[src/rtl/sample_router_if.sv]
// Sink-side handshake bundle for sample_router: one-hot valid, per-sink ready,
// and the shared sample and channel buses.
interface sample_router_if #(
   parameter int BPS       = 24,
   parameter int NUM_SINKS = 3,
   parameter int CH_W      = 1
);
   logic [NUM_SINKS-1:0] out_valid;
   logic [NUM_SINKS-1:0] in_ready;
   logic [BPS-1:0]       out_sample;
   logic [CH_W-1:0]      out_channel;

   modport master (output out_valid, output out_sample, output out_channel, input in_ready);
   modport slave  (input out_valid, input out_sample, input out_channel, output in_ready);
endinterface

[src/rtl/sample_router.sv]
// Drains a standard-read FIFO and hands each sample to the selected sink, tagged with
// its channel index. Optional macro SAMPLE_ROUTER_UNDERRUN_CNT_EN builds the underrun counter.
module sample_router #(
   parameter int                   BPS         = 24,
   parameter int                   NUM_SINKS   = 3,
   parameter int                   MODE_W      = 2,
   parameter int                   CHANNELS    = 2,
   parameter int                   CH_W        = 1,
   parameter logic [NUM_SINKS-1:0] STREAM_MASK = NUM_SINKS'(1)
) (
   input  logic              in_clk,
   input  logic              in_reset,
   input  logic [MODE_W-1:0] in_mode,
   input  logic [BPS-1:0]    in_fifo_dout,
   input  logic              in_fifo_empty,
   input  logic              in_fifo_prog_empty,
   output logic              out_fifo_rd_en,
   sample_router_if.master   sink,
   output logic              out_underrun,
   output logic [15:0]       out_underrun_cnt
);
   typedef enum logic [2:0] {IDLE, PRIME, FETCH, LOAD, OFFER} state_t;

   state_t               state_reg;
   logic [MODE_W-1:0]    act_reg;
   logic [CH_W-1:0]      ch_reg;
   logic [BPS-1:0]       sample_reg;
   logic                 valid_reg;
   logic [CH_W-1:0]      ch_next;
   logic [NUM_SINKS-1:0] valid_vec;
   logic                 fetching;
   logic                 handshake;

   function automatic logic is_stream(input logic [MODE_W-1:0] idx);
      logic r;
      r = 1'b0;
      for (int i = 0; i < NUM_SINKS; i++) begin
         if (32'(idx) == i) r = STREAM_MASK[i];
      end
      return r;
   endfunction

   // Read strobe and underrun pulse must land in the FETCH cycle itself so the
   // FIFO data is valid during LOAD; reset suppresses both immediately.
   assign fetching       = (state_reg == FETCH) && !in_reset;
   assign out_fifo_rd_en = fetching && !in_fifo_empty;
   assign out_underrun   = fetching && in_fifo_empty && is_stream(act_reg);

   assign ch_next   = (ch_reg == CH_W'(CHANNELS - 1)) ? '0 : ch_reg + 1'b1;
   assign handshake = valid_reg && sink.in_ready[act_reg];

   genvar gi;
   generate
      for (gi = 0; gi < NUM_SINKS; gi++) begin : g_valid
         assign valid_vec[gi] = valid_reg && (32'(act_reg) == gi);
      end
   endgenerate

   assign sink.out_valid   = valid_vec;
   assign sink.out_sample  = sample_reg;
   assign sink.out_channel = ch_reg;

   always_ff @(posedge in_clk) begin
      if (in_reset) begin
         state_reg  <= IDLE;
         act_reg    <= '0;
         ch_reg     <= '0;
         sample_reg <= '0;
         valid_reg  <= 1'b0;
      end else begin
         case (state_reg)
            IDLE: begin
               act_reg <= in_mode;
               if (32'(in_mode) < NUM_SINKS)
                  state_reg <= is_stream(in_mode) ? PRIME : FETCH;
            end
            PRIME: begin
               if (!in_fifo_prog_empty) state_reg <= FETCH;
            end
            FETCH: begin
               if (!in_fifo_empty) begin
                  state_reg <= LOAD;
               end else if (is_stream(act_reg)) begin
                  // streaming sink must not starve: offer a silent sample
                  sample_reg <= '0;
                  valid_reg  <= 1'b1;
                  state_reg  <= OFFER;
               end
            end
            LOAD: begin
               sample_reg <= in_fifo_dout;
               valid_reg  <= 1'b1;
               state_reg  <= OFFER;
            end
            OFFER: begin
               if (handshake) begin
                  valid_reg <= 1'b0;
                  ch_reg    <= ch_next;
                  // sink changes are honoured only at a frame boundary
                  state_reg <= (ch_next == '0 && in_mode != act_reg) ? IDLE : FETCH;
               end
            end
            default: state_reg <= IDLE;
         endcase
      end
   end

`ifdef SAMPLE_ROUTER_UNDERRUN_CNT_EN
   logic [15:0] cnt_reg;

   always_ff @(posedge in_clk) begin
      if (in_reset)
         cnt_reg <= '0;
      else if (out_underrun && cnt_reg != 16'hFFFF)
         cnt_reg <= cnt_reg + 16'd1;
   end

   assign out_underrun_cnt = cnt_reg;
`else
   assign out_underrun_cnt = 16'h0000;
`endif
endmodule

[src/flat_wrapper.sv]
// flat-port wrapper written by rule: the top's interface ports become plain ports
module sample_router_flat 
#(
   parameter int                   BPS         = 24,
   parameter int                   NUM_SINKS   = 3,
   parameter int                   MODE_W      = 2,
   parameter int                   CHANNELS    = 2,
   parameter int                   CH_W        = 1,
   parameter logic [NUM_SINKS-1:0] STREAM_MASK = NUM_SINKS'(1)
)
  (in_clk, in_reset, in_mode, in_fifo_dout, in_fifo_empty, in_fifo_prog_empty, out_fifo_rd_en, out_underrun, out_underrun_cnt, sink_out_valid, sink_out_sample, sink_out_channel, sink_in_ready);
  sample_router_if #(.BPS(BPS), .NUM_SINKS(NUM_SINKS), .CH_W(CH_W)) sink_i ();
  input  logic in_clk;
  input  logic in_reset;
  input  logic [MODE_W-1:0] in_mode;
  input  logic [BPS-1:0] in_fifo_dout;
  input  logic in_fifo_empty;
  input  logic in_fifo_prog_empty;
  output logic out_fifo_rd_en;
  output logic out_underrun;
  output logic [15:0] out_underrun_cnt;
  output wire logic [$bits(sink_i.out_valid)-1:0] sink_out_valid;
  output wire logic [$bits(sink_i.out_sample)-1:0] sink_out_sample;
  output wire logic [$bits(sink_i.out_channel)-1:0] sink_out_channel;
  input wire logic [$bits(sink_i.in_ready)-1:0] sink_in_ready;
  assign sink_out_valid = sink_i.out_valid;
  assign sink_out_sample = sink_i.out_sample;
  assign sink_out_channel = sink_i.out_channel;
  assign sink_i.in_ready = sink_in_ready;
  sample_router #(.BPS(BPS), .NUM_SINKS(NUM_SINKS), .MODE_W(MODE_W), .CHANNELS(CHANNELS), .CH_W(CH_W), .STREAM_MASK(STREAM_MASK)) u_core (.in_clk(in_clk), .in_reset(in_reset), .in_mode(in_mode), .in_fifo_dout(in_fifo_dout), .in_fifo_empty(in_fifo_empty), .in_fifo_prog_empty(in_fifo_prog_empty), .out_fifo_rd_en(out_fifo_rd_en), .sink(sink_i), .out_underrun(out_underrun), .out_underrun_cnt(out_underrun_cnt));
endmodule
[config.mk]
export PLATFORM = sky130hd
export DESIGN_NAME = sample_router_flat
export DESIGN_NICKNAME = d
export VERILOG_FILES = /design/src/rtl/sample_router_if.sv /design/src/rtl/sample_router.sv /design/src/flat_wrapper.sv
export SDC_FILE = /design/constraint.sdc
export NUM_CORES = 1
export LEC_CHECK = 0
export ABC_CLOCK_PERIOD_IN_PS = 4000
export CORE_UTILIZATION = 40
export CTS_CLUSTER_DIAMETER = 100
export DETAILED_ROUTE_END_ITERATION = 10
export GPL_TIMING_DRIVEN = 1
export PLACE_DENSITY = 0.83
export SKIP_LAST_GASP = 1
export SYNTH_ARGS = -nofsm -noshare
export SYNTH_HDL_FRONTEND = slang
export SYNTH_SLANG_ARGS = --single-unit
[constraint.sdc]
create_clock -name in_clk -period 4 [get_ports in_clk]
set_clock_uncertainty 0.05 [all_clocks]
set_input_delay 0.8 -clock in_clk [delete_from_list [all_inputs] [get_ports in_clk]]
set_output_delay 0.8 -clock in_clk [all_outputs]
set_load 0.05 [all_outputs]
### After elaboration in Yosys (flattened, before gate mapping)

Cells that the tools add are included.
Widths: inputs -> output; s select.

* reductions and logical operators: 20
* multiplexer cells: 30
* equality and inequality tests: 15
* add/sub/neg operators: 1
* $lt $le $gt $ge: 2
* bitwise operators: 1

Operator list (number)
* $mux 24: 2
* $pmux 24 s2: 1
* $mux 1: 17
* $mux 3: 5
* $pmux 3 s5: 1
* $logic_and 1x1->1: 9
* $reduce_and 4->1: 2
* $eq 3x2->1 const B: 2
* $ne 2x2->1 const B: 3
* $eq 2x1->1 const B: 2
* $eq 2x2->1 const B: 2
* $logic_not 2->1: 2
* $mux 2: 2
* $ne 2x1->1 const B: 2
* $eq 3x1->1 const B: 1
* $eq 3x3->1 const B: 1
* $logic_not 3->1: 1
* $lt 2x3->1 const B: 1
* $ne 3x3->1 const B: 1
* $pmux 1 s3: 1
* $reduce_and 3->1: 1
* $reduce_bool 3->1: 1
* $bmux 1 s2: 1
* $logic_not 1->1: 2
* 6 further kinds: 6

* input port bits: 33
* output and inout port bits: 46
* bits in registers: 31
* word-level logic and storage cells: 74

### Longest topological paths before layout

* depth after elaboration: 10
* gate-level depth with buffers: 6
* mapped depth without buffers: 4

### Least setup slack after synthesis

OpenSTA, ideal clock, no wires.

* path type: input port to output port
* start: input port in_reset
* end: output port out_underrun
* path slack: 0.517 ns
* path buffers: 0
* stages: 2
* required time: 3.150 ns
* arrival: 2.633 ns
* cell sequence: or3_1 -> nor4_1

* word-level cells in the longest chain between the ends: 4

RTL lines
* from (decl): line flat_wrapper.sv:14 `input logic in_reset;`
* $logic_not 1->1: line sample_router.sv:45 `assign fetching = (state_reg == FETCH) && !in_reset;`
* $logic_and 1x1->1: line sample_router.sv:45
* $logic_and 1x1->1 (2 in a row): line sample_router.sv:47 `assign out_underrun = fetching && in_fifo_empty && is_stream(act_reg);`
* to (decl): line flat_wrapper.sv:20 `output logic out_underrun;`

Every way passes these cells.

### Final worst setup path

Same ends and word-level chain as after synthesis.

==> impl_metrics.py <==
metrics = {
    "floorplanning": {
        "start_util_pct": 42.27,
        "die-area_um2": 3825,
        "rows": 21,
        "io_pins": 79,
        "dieWidth_um": 61.85,
        "die_h_um": 61.85,
        "core-area_um2": 3390,
    },
    "critical_path": {
        "r2r-end": "u_core.sink.out_sample[9]",
        "crit_fanout": 2,
        "crit_type": "in -> out",
        "critPathLaunchType": "input port",
        "endpoint_kind": "output port",
        "reg2reg_depth": 4,
        "worstPathArrival_ns": 2.19,
        "worstPathRequired_ns": 3.15,
        "r2r_setup_slack_ns": 2.19,
        "r2r_start": "u_core.state_reg[1]",
    },
    "route": {
        "drc": 0,
        "num_vias": 1287,
        "vias_per_cell": 4.820,
        "routed_wl_um": 3214,
        "routedWlPerCell_um": 12.04,
        "drtAntennaViolNets": 0,
        "drt_iter0_drc": 78,
        "first_pass_iters": 4,
    },
    "timing": {
        "setup_tns_ns": 0,
        "rsz0062_at_grt": "false",
        "fmax_mhz": 328.5,
        "finalMaxSlewViolations": 0,
        "tightestPinTransition_ns": 0.8943,
        "min_period_ns": 3.044,
        "finalHoldViolCount": 0,
        "fin_crit_sh_pct": 76.10,
        "max_slew_margin_pct": 40.38,
        "setup_viol": 0,
    },
    "placed_design": {
        "placed_cells": 259,
        "dpl.hpwl_um": 2299,
        "place.gp.congestion": 0.7966,
        "numPortBuffers": 62,
    },
    "worst_hold_path": {
        "whs_endpoint": "u_core.sink.out_channel",
        "min_from": "u_core.sink.out_channel",
        "hp-class": "reg -> reg",
        "hold_depth": 2,
    },
    "grt": {
        "grt_pass1_wl_um": 5030,
        "grt-ovfl-total": 0,
        "grt_pass1_vias": 1134,
        "track_usage_pct": 18.18,
        "grt_max_degree": 32,
        "antenna_found_initial": 0,
    },
    "cts": {
        "post_cts.repair.setup_buffers": 0,
        "cts_sinks": 31,
        "post_cts_resized": 0,
        "clock_latency_ns": 0.32,
        "htree_levels": 2,
        "root_buffer": "clkbuf_4",
        "cts_buffers": 5,
        "hold_buffers": 0,
        "tritoncts": "built",
        "clk_path_buf_depth": 2,
        "clkSlewWorstSetupHoldPaths_ns": 0.09,
    },
    "synthesis": {
        "synth_area_leader_cell": "dfxtp_1",
        "synth-seq-cells": 31,
        "yosys.cell_types.count": 35,
        "syn_area_um2": 1433,
        "seq_area_frac_synth_pct": 43.32,
        "synthTopCellsByArea": "dfxtp_1 43%, a22oi_1 12%, buf_4 8.9%, nor2_1 7.9%, buf_6 2.4%",
        "netlist.area_leader.share_pct": 43.32,
        "avgSynthCellArea_um2": 8.898,
        "syn_inst": 161,
        "ys_warn_count": 0,
    },
    "outcome": {
        "status": "finished, final reports clean",
    },
    "final_layout": {
        "instances_no_fill": 267,
        "drive_gt1_share_pct": 7.240,
        "finalNetCount": 253,
        "utilization_pct": 61.31,
        "largest_reg_flops": 24,
        "antenna_cells": 0,
        "synthToLayoutAreaGrowth_pct": 45.07,
    },
    "job": {
        "maxCapViolCount": 0,
    },
    "pwr": {
        "p_per_area_nw_per_um2": 411.7,
        "power_leakage_nw": 0.7829,
        "vdd_drop_max_mv": 0.2480,
    },
}
[power breakdown]
part / switching, mW / internal [mW] / total, mW
clock: 0.102 / 0.103 / 0.205
sequential: 0.0337 / 0.332 / 0.366
combinational: 0.169 / 0.115 / 0.285
[worst max-delay path, cell delays in order]
cell	delay [ns]
clkdlybuf4s50_1	0.42
or3_1	0.33
nor4_1	0.44
buf_12	0.20
[logic make-up after synthesis]
| kind of cell | after synthesis | share of synthesized area, % |
|---|---|---|
| AO/OA/AOI/OAI | 38 | 19.13 |
| XOR/XNOR | 2 | 1.223 |
| buffers and inverters | 29 | 13.97 |
| flip-flops | 31 | 43.32 |
| multiplexers | 3 | 2.096 |
| other | 1 | 0.2618 |
| AND/OR/NAND/NOR | 57 | 20.00 |
[worst max-delay path by stage]
stage / startpoint / endpoint / slack (ns)
detailed placement: in_reset / out_underrun / 0.97
CTS: in_reset / out_underrun / 0.95
global route: in_reset / out_underrun / 0.92
finish: in_reset / out_underrun / 0.96
global placement: in_reset / out_underrun / 0.98
floorplan: in_reset / out_underrun / 0.52
[Yosys cell counts]
library cell and count:
a31oi_1 1, nand2_1 4, and2b_4 1, nand4b_1 1, nand3b_1 2, and3_1 1
nor3_1 2, nand2b_1 2, nor2_1 30, nand4_1 1, conb_1 1, a21oi_1 4
buf_2 4, a21o_1 1, a22oi_2 1, xor2_1 2, and4b_1 1, clkbuf_1 3
or2_2 2, and2_1 2, inv_1 2, nor3b_1 2, o21ai_2 1, dfxtp_1 31
o21a_1 1, mux2i_1 3, o211ai_1 2, nor4_1 1, buf_4 17, o221ai_1 1
or3_1 4, or3b_1 1, buf_6 3, a22oi_1 23, o21ai_0 3
[per-layer routing]
layer  track usage, %  wire, um  up-vias
met4            6.349        14        0
met2            28.57      1544       48
met5                0         0        -
met3            7.660       197        2
met1            22.39      1457      585
li1                 -         -      652
[cells in the final DEF (no fill, tap or decap), types with 2 or more instances in the layout]
master / instances
a21oi_1: 4
a22oi_1: 23
and2_1: 2
buf_12: 2
buf_4: 2
clkbuf_4: 5
clkbuf_8: 2
clkdlybuf4s50_1: 60
conb_1: 16
dfxtp_1: 31
inv_1: 2
mux2i_1: 3
nand2_1: 4
nand2b_1: 2
nand3b_1: 2
nor2_1: 30
nor3_1: 2
nor3b_1: 2
o211ai_1: 2
o21ai_0: 3
or2_2: 2
or3_1: 4
xor2_1: 2
[stage by stage]
step / worst slack [ns] / power [mW] / hold slack [ns] / cell area (um2)
after global routing: 0.9177 / 0.9132 / 0.4939 / 2078
after CTS: 0.9534 / 0.8677 / 0.4651 / 2078
after floorplan: 0.5175 / 0.5866 / 0.4333 / 1489
after detailed placement: 0.9652 / 0.6586 / 0.4465 / 2009
final: 0.9559 / 0.8555 / 0.4593 / 2078
after global placement: 0.9825 / 0.6561 / 0.4386 / 2009
[final cells by class]
class	instances	area [um2]
Fill cell	284	1311
Tap cell	46	57.56
Sequential cell	31	620.6
Clock buffer	8	68.82
Multi-Input combinational cell	116	668.1
Inverter	2	7.507
Timing Repair Buffer	64	655.6
No activity file was read; power rests on OpenSTA's default activity.
